$ cat src/rtl/rv32i_pkg.sv
// Shared RV32I writeback types: write-back select, load funct3 codes, stage entry.
package rv32i_pkg;

   localparam int unsigned RV_XLEN = 32;
   localparam int unsigned REG_W   = 5;
   localparam int unsigned F3_W    = 3;

   typedef enum logic [1:0] {
      WB_ALU = 2'b00,
      WB_MEM = 2'b01,
      WB_PC4 = 2'b10,
      WB_ILL = 2'b11
   } wbsel_e;

   localparam logic [F3_W-1:0] F3_LB  = 3'b000;
   localparam logic [F3_W-1:0] F3_LH  = 3'b001;
   localparam logic [F3_W-1:0] F3_LW  = 3'b010;
   localparam logic [F3_W-1:0] F3_LBU = 3'b100;
   localparam logic [F3_W-1:0] F3_LHU = 3'b101;

   typedef struct packed {
      logic [RV_XLEN-1:0] pc;
      logic [RV_XLEN-1:0] alu_res;
      logic [RV_XLEN-1:0] memrdata;
      logic [F3_W-1:0]    funct3;
      wbsel_e             wbsel;
      logic               regwren;
      logic [REG_W-1:0]   rd;
   } wb_entry_t;

   // Link address; wraps modulo 2^XLEN.
   function automatic logic [RV_XLEN-1:0] wb_pc4(input logic [RV_XLEN-1:0] pc);
      return pc + RV_XLEN'(4);
   endfunction

endpackage

$ cat src/rtl/load_extend.sv
// Extracts the addressed byte/half/word from an aligned load word and extends it.
module load_extend
   import rv32i_pkg::*;
(
   input  logic [F3_W-1:0]    funct3,
   input  logic [1:0]         offset,
   input  logic [RV_XLEN-1:0] word,
   output logic [RV_XLEN-1:0] data_c
);

   logic [7:0]  byte_sel;
   logic [15:0] half_sel;

   // Lane select then sign/zero extension; unknown funct3 returns the whole word.
   always_comb begin
      byte_sel = word[{offset, 3'b000} +: 8];
      half_sel = offset[1] ? word[RV_XLEN-1 -: 16] : word[15:0];
      data_c   = word;
      case (funct3)
         F3_LB:   data_c = {{(RV_XLEN-8){byte_sel[7]}}, byte_sel};
         F3_LBU:  data_c = {{(RV_XLEN-8){1'b0}}, byte_sel};
         F3_LH:   data_c = {{(RV_XLEN-16){half_sel[15]}}, half_sel};
         F3_LHU:  data_c = {{(RV_XLEN-16){1'b0}}, half_sel};
         F3_LW:   data_c = word;
         default: data_c = word;
      endcase
   end

endmodule

$ cat src/rtl/writeback_stage.sv
// RV32I writeback stage: two-entry elastic buffer feeding the register-file write port.
module writeback_stage
   import rv32i_pkg::*;
#(
   parameter int unsigned     XLEN          = RV_XLEN,
   parameter int unsigned     CNT_W         = 64,
   parameter logic [CNT_W-1:0] RESET_INSTRET = '0
) (
   input  logic             clk,
   input  logic             rst,
   input  logic             valid_i,
   output logic             ready_o,
   input  logic [XLEN-1:0]  pc_i,
   input  logic [XLEN-1:0]  alu_res_i,
   input  logic [XLEN-1:0]  memrdata_i,
   input  logic [2:0]       funct3_i,
   input  logic [1:0]       wbsel_i,
   input  logic             regwren_i,
   input  logic [4:0]       rd_i,
   input  logic             wb_stall_i,
   output logic [4:0]       rd_o,
   output logic [XLEN-1:0]  datawb_o,
   output logic             regwren_o,
   output logic             retire_o,
   output logic [CNT_W-1:0] instret_o
);

   wb_entry_t        main_q, main_d;
   wb_entry_t        skid_q, skid_d;
   wb_entry_t        in_entry;
   logic             main_valid_q, main_valid_d;
   logic             skid_valid_q, skid_valid_d;
   logic [CNT_W-1:0] instret_q, instret_d;
   logic             in_fire;
   logic             out_fire;
   logic [XLEN-1:0]  load_data;

   // Pack the incoming instruction into a buffer entry.
   always_comb begin
      in_entry.pc       = pc_i;
      in_entry.alu_res  = alu_res_i;
      in_entry.memrdata = memrdata_i;
      in_entry.funct3   = funct3_i;
      in_entry.wbsel    = wbsel_e'(wbsel_i);
      in_entry.regwren  = regwren_i;
      in_entry.rd       = rd_i;
   end

   assign ready_o  = ~skid_valid_q;
   assign in_fire  = valid_i & ready_o;
   assign out_fire = main_valid_q & ~wb_stall_i;

   // Buffer advance: skid refills main first; a stalled main diverts input into the skid.
   always_comb begin
      main_d       = main_q;
      main_valid_d = main_valid_q;
      skid_d       = skid_q;
      skid_valid_d = skid_valid_q;
      instret_d    = instret_q;
      if (!main_valid_q || out_fire) begin
         if (skid_valid_q) begin
            main_d       = skid_q;
            main_valid_d = 1'b1;
            skid_valid_d = 1'b0;
         end else if (in_fire) begin
            main_d       = in_entry;
            main_valid_d = 1'b1;
         end else begin
            main_valid_d = 1'b0;
         end
      end else if (in_fire) begin
         skid_d       = in_entry;
         skid_valid_d = 1'b1;
      end
      if (out_fire) begin
         instret_d = instret_q + CNT_W'(1);
      end
   end

   // State registers; reset discards any buffered entries.
   always_ff @(posedge clk or posedge rst) begin
      if (rst) begin
         main_q       <= '0;
         skid_q       <= '0;
         main_valid_q <= 1'b0;
         skid_valid_q <= 1'b0;
         instret_q    <= RESET_INSTRET;
      end else begin
         main_q       <= main_d;
         skid_q       <= skid_d;
         main_valid_q <= main_valid_d;
         skid_valid_q <= skid_valid_d;
         instret_q    <= instret_d;
      end
   end

   load_extend u_load_extend (
      .funct3 (main_q.funct3),
      .offset (main_q.alu_res[1:0]),
      .word   (main_q.memrdata),
      .data_c (load_data)
   );

   // Write-port drive from the main entry; illegal select and x0 never write.
   always_comb begin
      rd_o      = '0;
      datawb_o  = '0;
      regwren_o = 1'b0;
      retire_o  = out_fire;
      if (main_valid_q) begin
         rd_o = main_q.rd;
         case (main_q.wbsel)
            WB_ALU:  datawb_o = main_q.alu_res;
            WB_MEM:  datawb_o = load_data;
            WB_PC4:  datawb_o = wb_pc4(main_q.pc);
            default: datawb_o = '0;
         endcase
         regwren_o = out_fire & main_q.regwren & (main_q.rd != '0) & (main_q.wbsel != WB_ILL);
      end
   end

   assign instret_o = instret_q;

endmodule

$ cat config.mk
export PLATFORM = sky130hd
export DESIGN_NAME = writeback_stage
export DESIGN_NICKNAME = d
export VERILOG_FILES = /design/src/rtl/rv32i_pkg.sv /design/src/rtl/load_extend.sv /design/src/rtl/writeback_stage.sv
export SDC_FILE = /design/constraint.sdc
export NUM_CORES = 1
export LEC_CHECK = 0
export CAP_MARGIN = 10
export CORE_MARGIN = 2
export CORE_UTILIZATION = 55
export CTS_CLUSTER_DIAMETER = 150
export DETAILED_ROUTE_END_ITERATION = 12
export PLACE_DENSITY_LB_ADDON = 0.08
export SKIP_CTS_REPAIR_TIMING = 1
export SYNTH_ARGS = -nofsm -noshare
export SYNTH_HDL_FRONTEND = slang
export SYNTH_SLANG_ARGS = --single-unit
$ cat constraint.sdc
create_clock -name clk -period 18.3 [get_ports clk]
set_input_delay 2.745 -clock clk [delete_from_list [all_inputs] [get_ports clk]]
set_output_delay 2.745 -clock clk [all_outputs]
set_load 0.05 [all_outputs]
Yosys cells after proc, flatten, opt, wreduce, memory -nomap -nowiden --
Index checks and enable logic that the tools add are counted.
Operators by class: add/sub/neg operators 2, $mul 0, divide/modulo/power cells 0, magnitude comparators 0, eq/ne operators 6, shifts and indexed selects 1, multiplexer cells 12, bitwise operators 8, reduce and logical (&&, ||, !) cells 9
Operators with widths (count):
- 107-bit two-way mux | 2
- 32-bit case mux with 4 select lines | 1
- 32-bit case mux with 3 select lines | 1
- 64-bit by 1-bit adder with 64-bit output, second input constant | 1
- 32-bit by 3-bit adder with 32-bit output, second input constant | 1
- 32-bit two-way mux | 1
- 32-bit by 6-bit variable part select with 8-bit output | 1
- 16-bit two-way mux | 1
- 3-bit equality test, second input constant | 2
- 1-bit AND | 5
- 1-bit two-way mux | 5
- 5-bit two-way mux | 1
- 5-bit nonzero test | 1
- 2-bit AND reduction | 2
- 2-bit nonzero test | 2
- 3-bit by 1-bit equality test with 1-bit output, second input constant | 1
- 3-bit zero test | 1
- 1-bit NOT | 3
- 2-bit by 1-bit equality test with 1-bit output, second input constant | 1
- 2-bit equality test, second input constant | 1
- 2-bit zero test | 1
- 2-bit inequality test, second input constant | 1
- 1-bit zero test | 1
- 1-bit logical OR | 1
Storage, ports and cells: bits in registers 280, bits in latches 0, bits in writable memories 0, bits in read-only memories 0, input port bits 111, word-level logic and storage cells 55, memories kept 0

Logic depth before layout (Yosys ltp) --
Gate-level depths: netlist of the first run.
depth in word-level cells 6, mapped depth 8, mapped depth without buffers 6

Cells and area by module --
Synthesis of the first run repeated with hierarchy kept, for this count alone.
Unflattened totals: cell total of the unflattened synthesis 1260, area total of the unflattened synthesis 13925.9 um^2
By module, submodules not included:
- writeback_stage | instances 1, cells an instance 1164, area an instance 13080.0 um^2, sequential area each 7006.7 um^2
- load_extend | instances 1, cells an instance 96, area an instance 845.8 um^2, sequential area each 0.0 um^2

Worst setup path before layout of the first run --
Ideal clock, no wire load.
kind input to output, from input port wb_stall_i, to output port regwren_o, data arrival time 4.469 ns, data required time 15.555 ns, path slack 11.086 ns, stages 3, path buffers 0, cells stage by stage nor2_1 nand3_1 a21oi_1
Between the ends: cells in the longest elaborated chain, start to end 6
RTL lines:
- start: declaration | RTL line writeback_stage.sv:20 | input logic wb_stall_i,
- 1-bit NOT | RTL line writeback_stage.sv:51 | assign out_fire = main_valid_q & ~wb_stall_i;
- 1-bit AND | RTL line writeback_stage.sv:51
- 1-bit AND (3 in series) | RTL line writeback_stage.sv:118 | regwren_o = out_fire & main_q.regwren & (main_q.rd != '0) & (main_q.wbsel != WB_ILL);
- 1-bit two-way mux | RTL line writeback_stage.sv:110 | if (main_valid_q) begin
- end: declaration | RTL line writeback_stage.sv:23 | output logic regwren_o,
Every way passes these cells.

Worst setup path after layout of the first run --
Ends and elaborated chain as after synthesis.

==> results.json, run 1 <==
{
  "clk_pin_slew_ns": 0.06,
  "synthTopCellsByCount": "280 x dfrtp_1, 168 x nand2_1, 137 x o21ai_0",
  "clockPowerShare_pct": 32.5,
  "vdd.ir_drop.worst_uv": 100.5,
  "rows": 57,
  "hold_class": "flip-flop to flip-flop",
  "cts_buffers": 30,
  "core_area_mm2": 0.02439,
  "whs_path_depth": 1,
  "comb_power_share_pct": 25.7,
  "grt_max_degree": 134,
  "worst_slack_ns": 10.94,
  "dpl.hpwl_um": 24970,
  "wl_per_cell_um": 19.40,
  "fin_cells": 1832,
  "p_int_mw": 1.341,
  "crit_path_end_kind": "output pin",
  "critPathRequiredTime_ns": 15.55,
  "finalHoldViolations": 0,
  "die_w_um": 162,
  "syn_area_mm2": 0.01373,
  "clockRootBuffer": "clkbuf_16",
  "die_h_um": 162,
  "endpoint": "regwren_o",
  "r2r_slack_ns": 14.89,
  "start_util_pct": 56.29,
  "cts_tree": "yes",
  "tns_ns": 0,
  "cts_buffer_depth": 3,
  "drv_cap": 0,
  "utilization_pct": 70.21,
  "drive_gt1_share_pct": 12.35,
  "gp_congestion": 0.9303,
  "drtIter0Drc": 893,
  "clock_skew_ns": 0.008282,
  "max_freq_ghz": 0.1358,
  "grt_pass1_wl_um": 56120,
  "synth_largest_area_cell": "dfrtp_1",
  "synth.avg_cell_area_um2": 10.51,
  "power.density_mw_per_mm2": 116.9,
  "area_growth_pct": 24.71,
  "vias": 10570,
  "worst_hold_slack_ns": 0.4701,
  "async_reset_ff_share_pct": 100.0,
  "drc_errors": 0,
  "drtPass1Iterations": 5,
  "pre_cts_ws_ns": 10.99,
  "ys_warn_count": 0,
  "crit_arrival_ns": 4.62,
  "critPathLaunchType": "input port",
  "grt_usage_pct": 27.20,
  "dp_cells": 1774,
  "yosysMostFrequentCell": "dfrtp_1",
  "htree_levels": 1,
  "worstPathMaxFanout": 5,
  "placed_cell_area_mm2": 0.01605,
  "finalInstanceArea_mm2": 0.01712,
  "layout_min_cycle_time_ns": 7.362,
  "nets": 1595,
  "die-area_mm2": 0.02624,
  "tightest_slew_ns": 1.238,
  "place.port_buffers": 214,
  "routed_wl_um": 35530,
  "syn_inst": 1306,
  "clkLatencyLatePin_ns": 0.56,
  "cts.sinks": 280,
  "yosysSeqAreaShare_pct": 51.03,
  "power_switching_mw": 0.6607,
  "synth_area_leaders": "dfrtp_1 51%, mux2_2 9.0%, mux2i_1 8.7%",
  "ys.flop_type": "dfrtp_1",
  "synth_edf_count": 0,
  "rsz0062_at_grt": "false",
  "r2r_start": "skid_valid_q",
  "reg2regPathDepth": 5,
  "netSwitchingFraction_pct": 33.00,
  "synthDistinctLibCells": 53,
  "detail-route-antenna-nets": 0,
  "status": "finished clean",
  "critPathKind": "input port to output pin",
  "syn_nets": 1419,
  "antenna_found_initial": 2,
  "slew_viol_final": 0,
  "startpoint": "wb_stall_i",
  "vias_per_cell": 5.772,
  "grt_pass1_vias": 10380,
  "worstReg2RegEnd": "skid_q[62]",
  "slew_headroom_pct": 17.25,
  "grt.overflow.total": 0,
  "p_total_mw": 2.002,
  "seqPwrFrac_pct": 41.9,
  "ys_ff_latch": 280,
  "pin_count": 215,
  "synth_top_area_share_pct": 51.03,
  "setup_viol_count_final": 0,
  "leakagePower_nw": 7.242,
  "finalCritPeriodShare_pct": 40.23
}
## critical path: stages
cell	delay, ns
clkdlybuf4s50_1	0.50
nor2_1	0.31
nand3_1	0.12
a21oi_1	0.13
clkdlybuf4s50_1	0.82
## cells by family after synthesis
kind of cell	after synthesis	share of synthesized area, %
AO/OA/AOI/OAI	226	9.140
multiplexers	229	17.70
flip-flops	280	51.03
AND/OR/NAND/NOR	368	13.15
buffers and inverters	115	3.317
XOR/XNOR	86	5.486
adder cells (fa/ha/maj)	2	0.1822
## flip-flops by register name (all words and copies together), names as in the netlist
signal,count
main_q,107
skid_q,107
instret_o,64
main_valid_q,1
skid_valid_q,1
## layer usage
metal / GRT usage [%] / routed length [um] / up-vias
li1: - / - / 4942
met1: 38.09 / 15290 / 5168
met2: 43.11 / 16560 / 388
met3: 5.031 / 2535 / 76
met4: 9.131 / 1156 / 0
met5: 0 / 0 / -
## how the worst min path moves through the flow
stage	startpoint	end
detailed placement	instret_o[63]	instret_o[63]
floorplan	main_q[54]	main_q[54]
CTS	instret_o[63]	instret_o[63]
finish	instret_o[63]	instret_o[63]
global placement	instret_o[63]	instret_o[63]
global route	instret_o[63]	instret_o[63]
## area by class of cell
class	count	area, um2
Multi-Input combinational cell	911	6286
Clock buffer	40	859.6
Antenna cell	2	5.005
Inverter	37	146.4
Timing Repair Buffer	222	2202
Fill cell	1881	7267
Clock inverter	16	209.0
Tap cell	324	405.4
Sequential cell	280	7010
## layout by cell type, fill, tap and decap left out, types with 10 or more instances in the layout
cell	netlist	routed
dfrtp_1	280	279
clkdlybuf4s50_1	0	214
nand2_1	168	168
o21ai_0	137	137
mux2i_1	119	119
mux2_2	110	110
xnor2_1	53	53
nor2_1	44	44
inv_1	37	36
nand3_1	33	33
xor2_1	33	33
a21oi_1	32	32
clkbuf_16	0	31
o22ai_1	24	24
nor3_1	23	23
nand4_1	22	22
and3_1	14	14
nor4_1	12	12
clkinv_2	0	10
## power groups by stage
stage | registers (mW) | clock network [mW] | logic (mW)
floorplan | 0.820 | 0 | 0.346
global placement | 0.839 | 0 | 0.503
detailed placement | 0.845 | 0 | 0.511
CTS | 0.836 | 0.661 | 0.514
global route | 0.852 | 0.689 | 0.551
finish | 0.838 | 0.650 | 0.514
Note: power is estimated with default switching activity, not from simulation.
==> run 2: changes to the inputs <==
Settings changed: CORE_UTILIZATION 55 to 54.
Clock period 18.3 ns to 7.2 ns, I/O delays scaled along.
==> run 2 against run 1 <==
Final area shrank 0.52%. Sequential share of layout area increased by 0.21 points. Clock skew is 0.0057 ns higher. Die area increased by 1.8%. Utilization fell by 2.4 points. First-iteration DRC count rose by 13%. Sequential power increased to 2.5 times the previous value. Hold slack gained 0.011 ns. Largest cell class unchanged. Setup slack lost 9.0 ns.
==> results.json, run 2 (synthesis results as in run 1) <==
{
  "status": "finished clean",
  "slew_viol_final": 0,
  "drc_errors": 0,
  "crit_path_end_kind": "output pin",
  "holdPathEnd": "main_q[65]",
  "start_util_pct": 54.68,
  "die_w_um": 163.5,
  "fin_cells": 1837,
  "die-area_mm2": 0.02672,
  "grt_pass1_wl_um": 55900,
  "drv_cap": 0,
  "clockRootBuffer": "clkbuf_16",
  "grt_usage_pct": 26.73,
  "cts.sinks": 280,
  "place.port_buffers": 214,
  "grt_pass1_vias": 10140,
  "grt.overflow.total": 0,
  "whs_path_depth": 2,
  "p_total_mw": 4.931,
  "worstReg2RegEnd": "skid_q[47]",
  "utilization_pct": 67.84,
  "cts_buffers": 29,
  "vias_per_cell": 5.707,
  "vias": 10480,
  "slew_headroom_pct": 34.90,
  "critPathRequiredTime_ns": 6.12,
  "critPathKind": "flip-flop to output pin",
  "dp_cells": 1785,
  "htree_levels": 1,
  "r2r_slack_ns": 4.13,
  "vdd.ir_drop.worst_uv": 206.1,
  "placed_cell_area_mm2": 0.01609,
  "routed_wl_um": 35640,
  "drive_gt1_share_pct": 12.21,
  "finalCritPeriodShare_pct": 72.66,
  "wl_per_cell_um": 19.40,
  "rsz0062_at_grt": "false",
  "gr-usage-met1_pct": 38.96,
  "final_cell_mix": "279 x dfrtp_1, 214 x clkdlybuf4s50_1, 168 x nand2_1",
  "worst_hold_slack_ns": 0.4810,
  "rows": 58,
  "hold_start": "main_q[65]",
  "nets": 1599,
  "leakagePower_nw": 7.185,
  "worstPathMaxFanout": 26,
  "finalInstanceArea_mm2": 0.01704,
  "drtPass1Iterations": 5,
  "clkLatencyLatePin_ns": 0.55,
  "grt_max_degree": 89,
  "gp_congestion": 0.8972,
  "antenna_found_initial": 0,
  "detail-route-antenna-nets": 0,
  "layout_commonest_cell": "dfrtp_1",
  "finalHoldViolations": 0,
  "hold_class": "flip-flop to flip-flop",
  "area_growth_pct": 24.07,
  "drtIter0Drc": 1013,
  "layout_min_cycle_time_ns": 5.231,
  "r2r_start": "skid_valid_q",
  "clock_skew_ns": 0.01397,
  "cts_tree": "yes",
  "grtUsageMet2_pct": 42.19,
  "grt_busiest_layer": "met2",
  "critPathLaunchType": "flip-flop",
  "tightest_slew_ns": 0.9745,
  "dpl.hpwl_um": 25270,
  "clk_pin_slew_ns": 0.06,
  "diodes": 0,
  "reg2regPathDepth": 5,
  "power.density_mw_per_mm2": 289.5,
  "crit_arrival_ns": 4.15,
  "worst_slack_ns": 1.969,
  "pin_count": 215,
  "tns_ns": 0,
  "core_area_mm2": 0.02511,
  "cts_buffer_depth": 3,
  "setup_viol_count_final": 0,
  "pre_cts_ws_ns": 2.637,
  "use_met3_pct": 4.520,
  "max_freq_ghz": 0.1912,
  "die_h_um": 163.5
}
## run 2: worst max-delay path by stage
stage / start / to / depth (start not counted)
after floorplan: rst / instret_o[0] / 1
after global placement: main_q[7] / datawb_o[15] / 6
after detailed placement: main_q[7] / datawb_o[15] / 6
after CTS: main_q[7] / datawb_o[15] / 6
after global routing: main_q[7] / datawb_o[15] / 6
final: main_q[7] / datawb_o[15] / 6
## run 2: cell type report
cell class | instances | area, um2
Clock inverter | 10 | 108.9
Multi-Input combinational cell | 911 | 6286
Inverter | 37 | 142.6
Timing Repair Buffer | 227 | 2240
Sequential cell | 280 | 7010
Tap cell | 330 | 412.9
Clock buffer | 42 | 834.6
Fill cell | 2077 | 8074
## run 2: worst max-delay path, cell delays in order, from the launching register on
cell             delay, ns
dfrtp_1               0.94
inv_1                 0.57
nor2_1                0.37
nand2_1               0.42
a21o_1                0.33
o211ai_1              0.13
clkdlybuf4s50_1       0.85
## run 2: per-layer routing
| metal | routed length, um | part of all wire [%] |
|---|---|---|
| met1 | 16150 | 45 |
| met2 | 16440 | 46 |
| met3 | 2417 | 6.8 |
| met4 | 627 | 1.8 |
| met5 | 0 | 0 |
## run 2: power breakdown
part | leakage, nW | switching, mW | internal, mW | total (mW)
combinational | 3.27 | 0.766 | 0.540 | 1.31
sequential | 3.46 | 0.276 | 1.86 | 2.13
clock | 0.461 | 0.621 | 0.872 | 1.49
==> run 3: changes to the inputs <==
Settings changed: CORE_UTILIZATION 54 to 49.
Clock period 7.2 ns to 4.3 ns, I/O delays scaled along.
==> run 3 against run 2 <==
Sequential cell count is the same. Hold slack lost 0.015 ns. Sequential power grew 67%. Combinational power grew 71%. Largest cell class unchanged. Highest routed layer unchanged.
==> results.json, run 3 (synthesis results as in run 1) <==
{
  "grt_pass1_vias": 10100,
  "hold_class": "flip-flop to flip-flop",
  "clockRootBuffer": "clkbuf_16",
  "layout_min_cycle_time_ns": 4.156,
  "drc_errors": 0,
  "die_w_um": 171.4,
  "slew_viol_final": 0,
  "cts_buffer_depth": 3,
  "grt_usage_pct": 24.61,
  "critPathRequiredTime_ns": 3.65,
  "clk_pin_slew_ns": 0.06,
  "detail-route-antenna-nets": 0,
  "max_freq_ghz": 0.2406,
  "place.port_buffers": 214,
  "routed_wl_um": 36050,
  "crit_path_end_kind": "output pin",
  "wl_per_cell_um": 19.01,
  "start_util_pct": 49.56,
  "grt_max_degree": 215,
  "finalHoldViolations": 0,
  "rows": 61,
  "worstPathMaxFanout": 14,
  "critPathKind": "flip-flop to output pin",
  "power.density_mw_per_mm2": 490.1,
  "area_growth_pct": 26.04,
  "grt_pass1_wl_um": 55840,
  "die_h_um": 171.4,
  "core_area_mm2": 0.02771,
  "tightest_slew_ns": 0.9906,
  "worst_hold_slack_ns": 0.4660,
  "final_cell_mix": "279 x dfrtp_1, 199 x clkdlybuf4s50_1, 168 x nand2_1",
  "vdd.ir_drop.worst_uv": 317.8,
  "crit_arrival_ns": 3.51,
  "finalCritPeriodShare_pct": 96.64,
  "layout_commonest_cell": "dfrtp_1",
  "pin_count": 215,
  "leakagePower_nw": 7.337,
  "fillers": 2353,
  "drv_cap": 0,
  "status": "finished clean",
  "drtPass1Iterations": 6,
  "cts_tree": "yes",
  "grt.overflow.total": 0,
  "pre_cts_ws_ns": 0.7756,
  "vias_per_cell": 5.469,
  "finalInstanceArea_mm2": 0.01731,
  "die-area_mm2": 0.02938,
  "critPathLaunchType": "flip-flop",
  "drtIter0Drc": 715,
  "rsz0062_at_grt": "false",
  "dpl.hpwl_um": 26220,
  "gp_congestion": 0.9334,
  "slew_headroom_pct": 33.96,
  "clkLatencyLatePin_ns": 0.56,
  "whs_path_depth": 1,
  "htree_levels": 1,
  "nets": 1610,
  "cts.sinks": 280,
  "clock_skew_ns": 0.01375,
  "vias": 10370,
  "antenna_found_initial": 1,
  "setup_viol_count_final": 0,
  "reg2regPathDepth": 4,
  "p_total_mw": 8.483,
  "worst_slack_ns": 0.1443,
  "placed_cell_area_mm2": 0.01627,
  "drive_gt1_share_pct": 13.84,
  "cts_buffers": 31
}
==> run 3: changes by cell type in the layout (fill, tap and decap cells not counted), sizes merged <==
cell | before | now
buf | 13 | 37
bufinv | 2 | 4
clkbuf | 42 | 43
clkdlybuf4s50 | 214 | 199
clkinv | 6 | 5
clkinvlp | 3 | 1
diode | 0 | 1
inv | 36 | 37
==> run 3: final cells by class <==
type / count / area [um2] / share of cell area, %
inverter: 37 / 142.6 / 0.8242
tap: 378 / 473.0 / 2.733
timing repair buffer: 236 / 2357 / 13.62
multi-input combinational: 911 / 6286 / 36.32
clock inverter: 10 / 153.9 / 0.8892
antenna: 1 / 2.502 / 0.01446
sequential: 280 / 7010 / 40.51
clock buffer: 43 / 880.8 / 5.090
==> run 3: worst max-delay path, stage by stage, from the launching register on <==
cell and delay, ns:
dfrtp_1 0.45, nand3_2 0.13, or4_1 0.77, o21ai_0 0.27
o211ai_1 0.13, o22ai_1 0.32, clkdlybuf4s50_1 0.87
==> run 3: stage by stage <==
step	util (%)	TNS (ns)	cells
global route	62.47	0	1896
finish	62.47	0	1896
floorplan	-	-14.65	1306
detailed placement	58.72	0	1842
CTS	62.46	0	1895
global placement	58.72	0	1842
==> run 3: power breakdown <==
part	internal (mW)	switching (mW)	leakage (nW)	total, mW
sequential	3.11	0.440	3.46	3.55
combinational	0.921	1.32	3.37	2.24
clock	1.65	1.04	0.513	2.69
==> run 3: routing by layer <==
metal  global-route usage (%)  up-vias  part of all wire [%]
li1                         -     4976                     -
met1                    35.53     5041                    47
met2                    38.41      304                    45
met3                    4.441       49                   6.1
met4                    6.448        0                   2.4
met5                        0        -                     0
==> run 3: final timing paths <==
path                               startpoint       endpoint  slack, ns
worst max-delay path               main_q[80]   datawb_o[19]       0.14
worst min-delay path            instret_o[63]  instret_o[63]       0.47
worst max register to register   skid_valid_q     skid_q[48]       1.50
worst min register to register  instret_o[63]  instret_o[63]       0.47
max in group asynchronous                 rst     skid_q[80]       2.79
min in group asynchronous                 rst     skid_q[30]       0.61
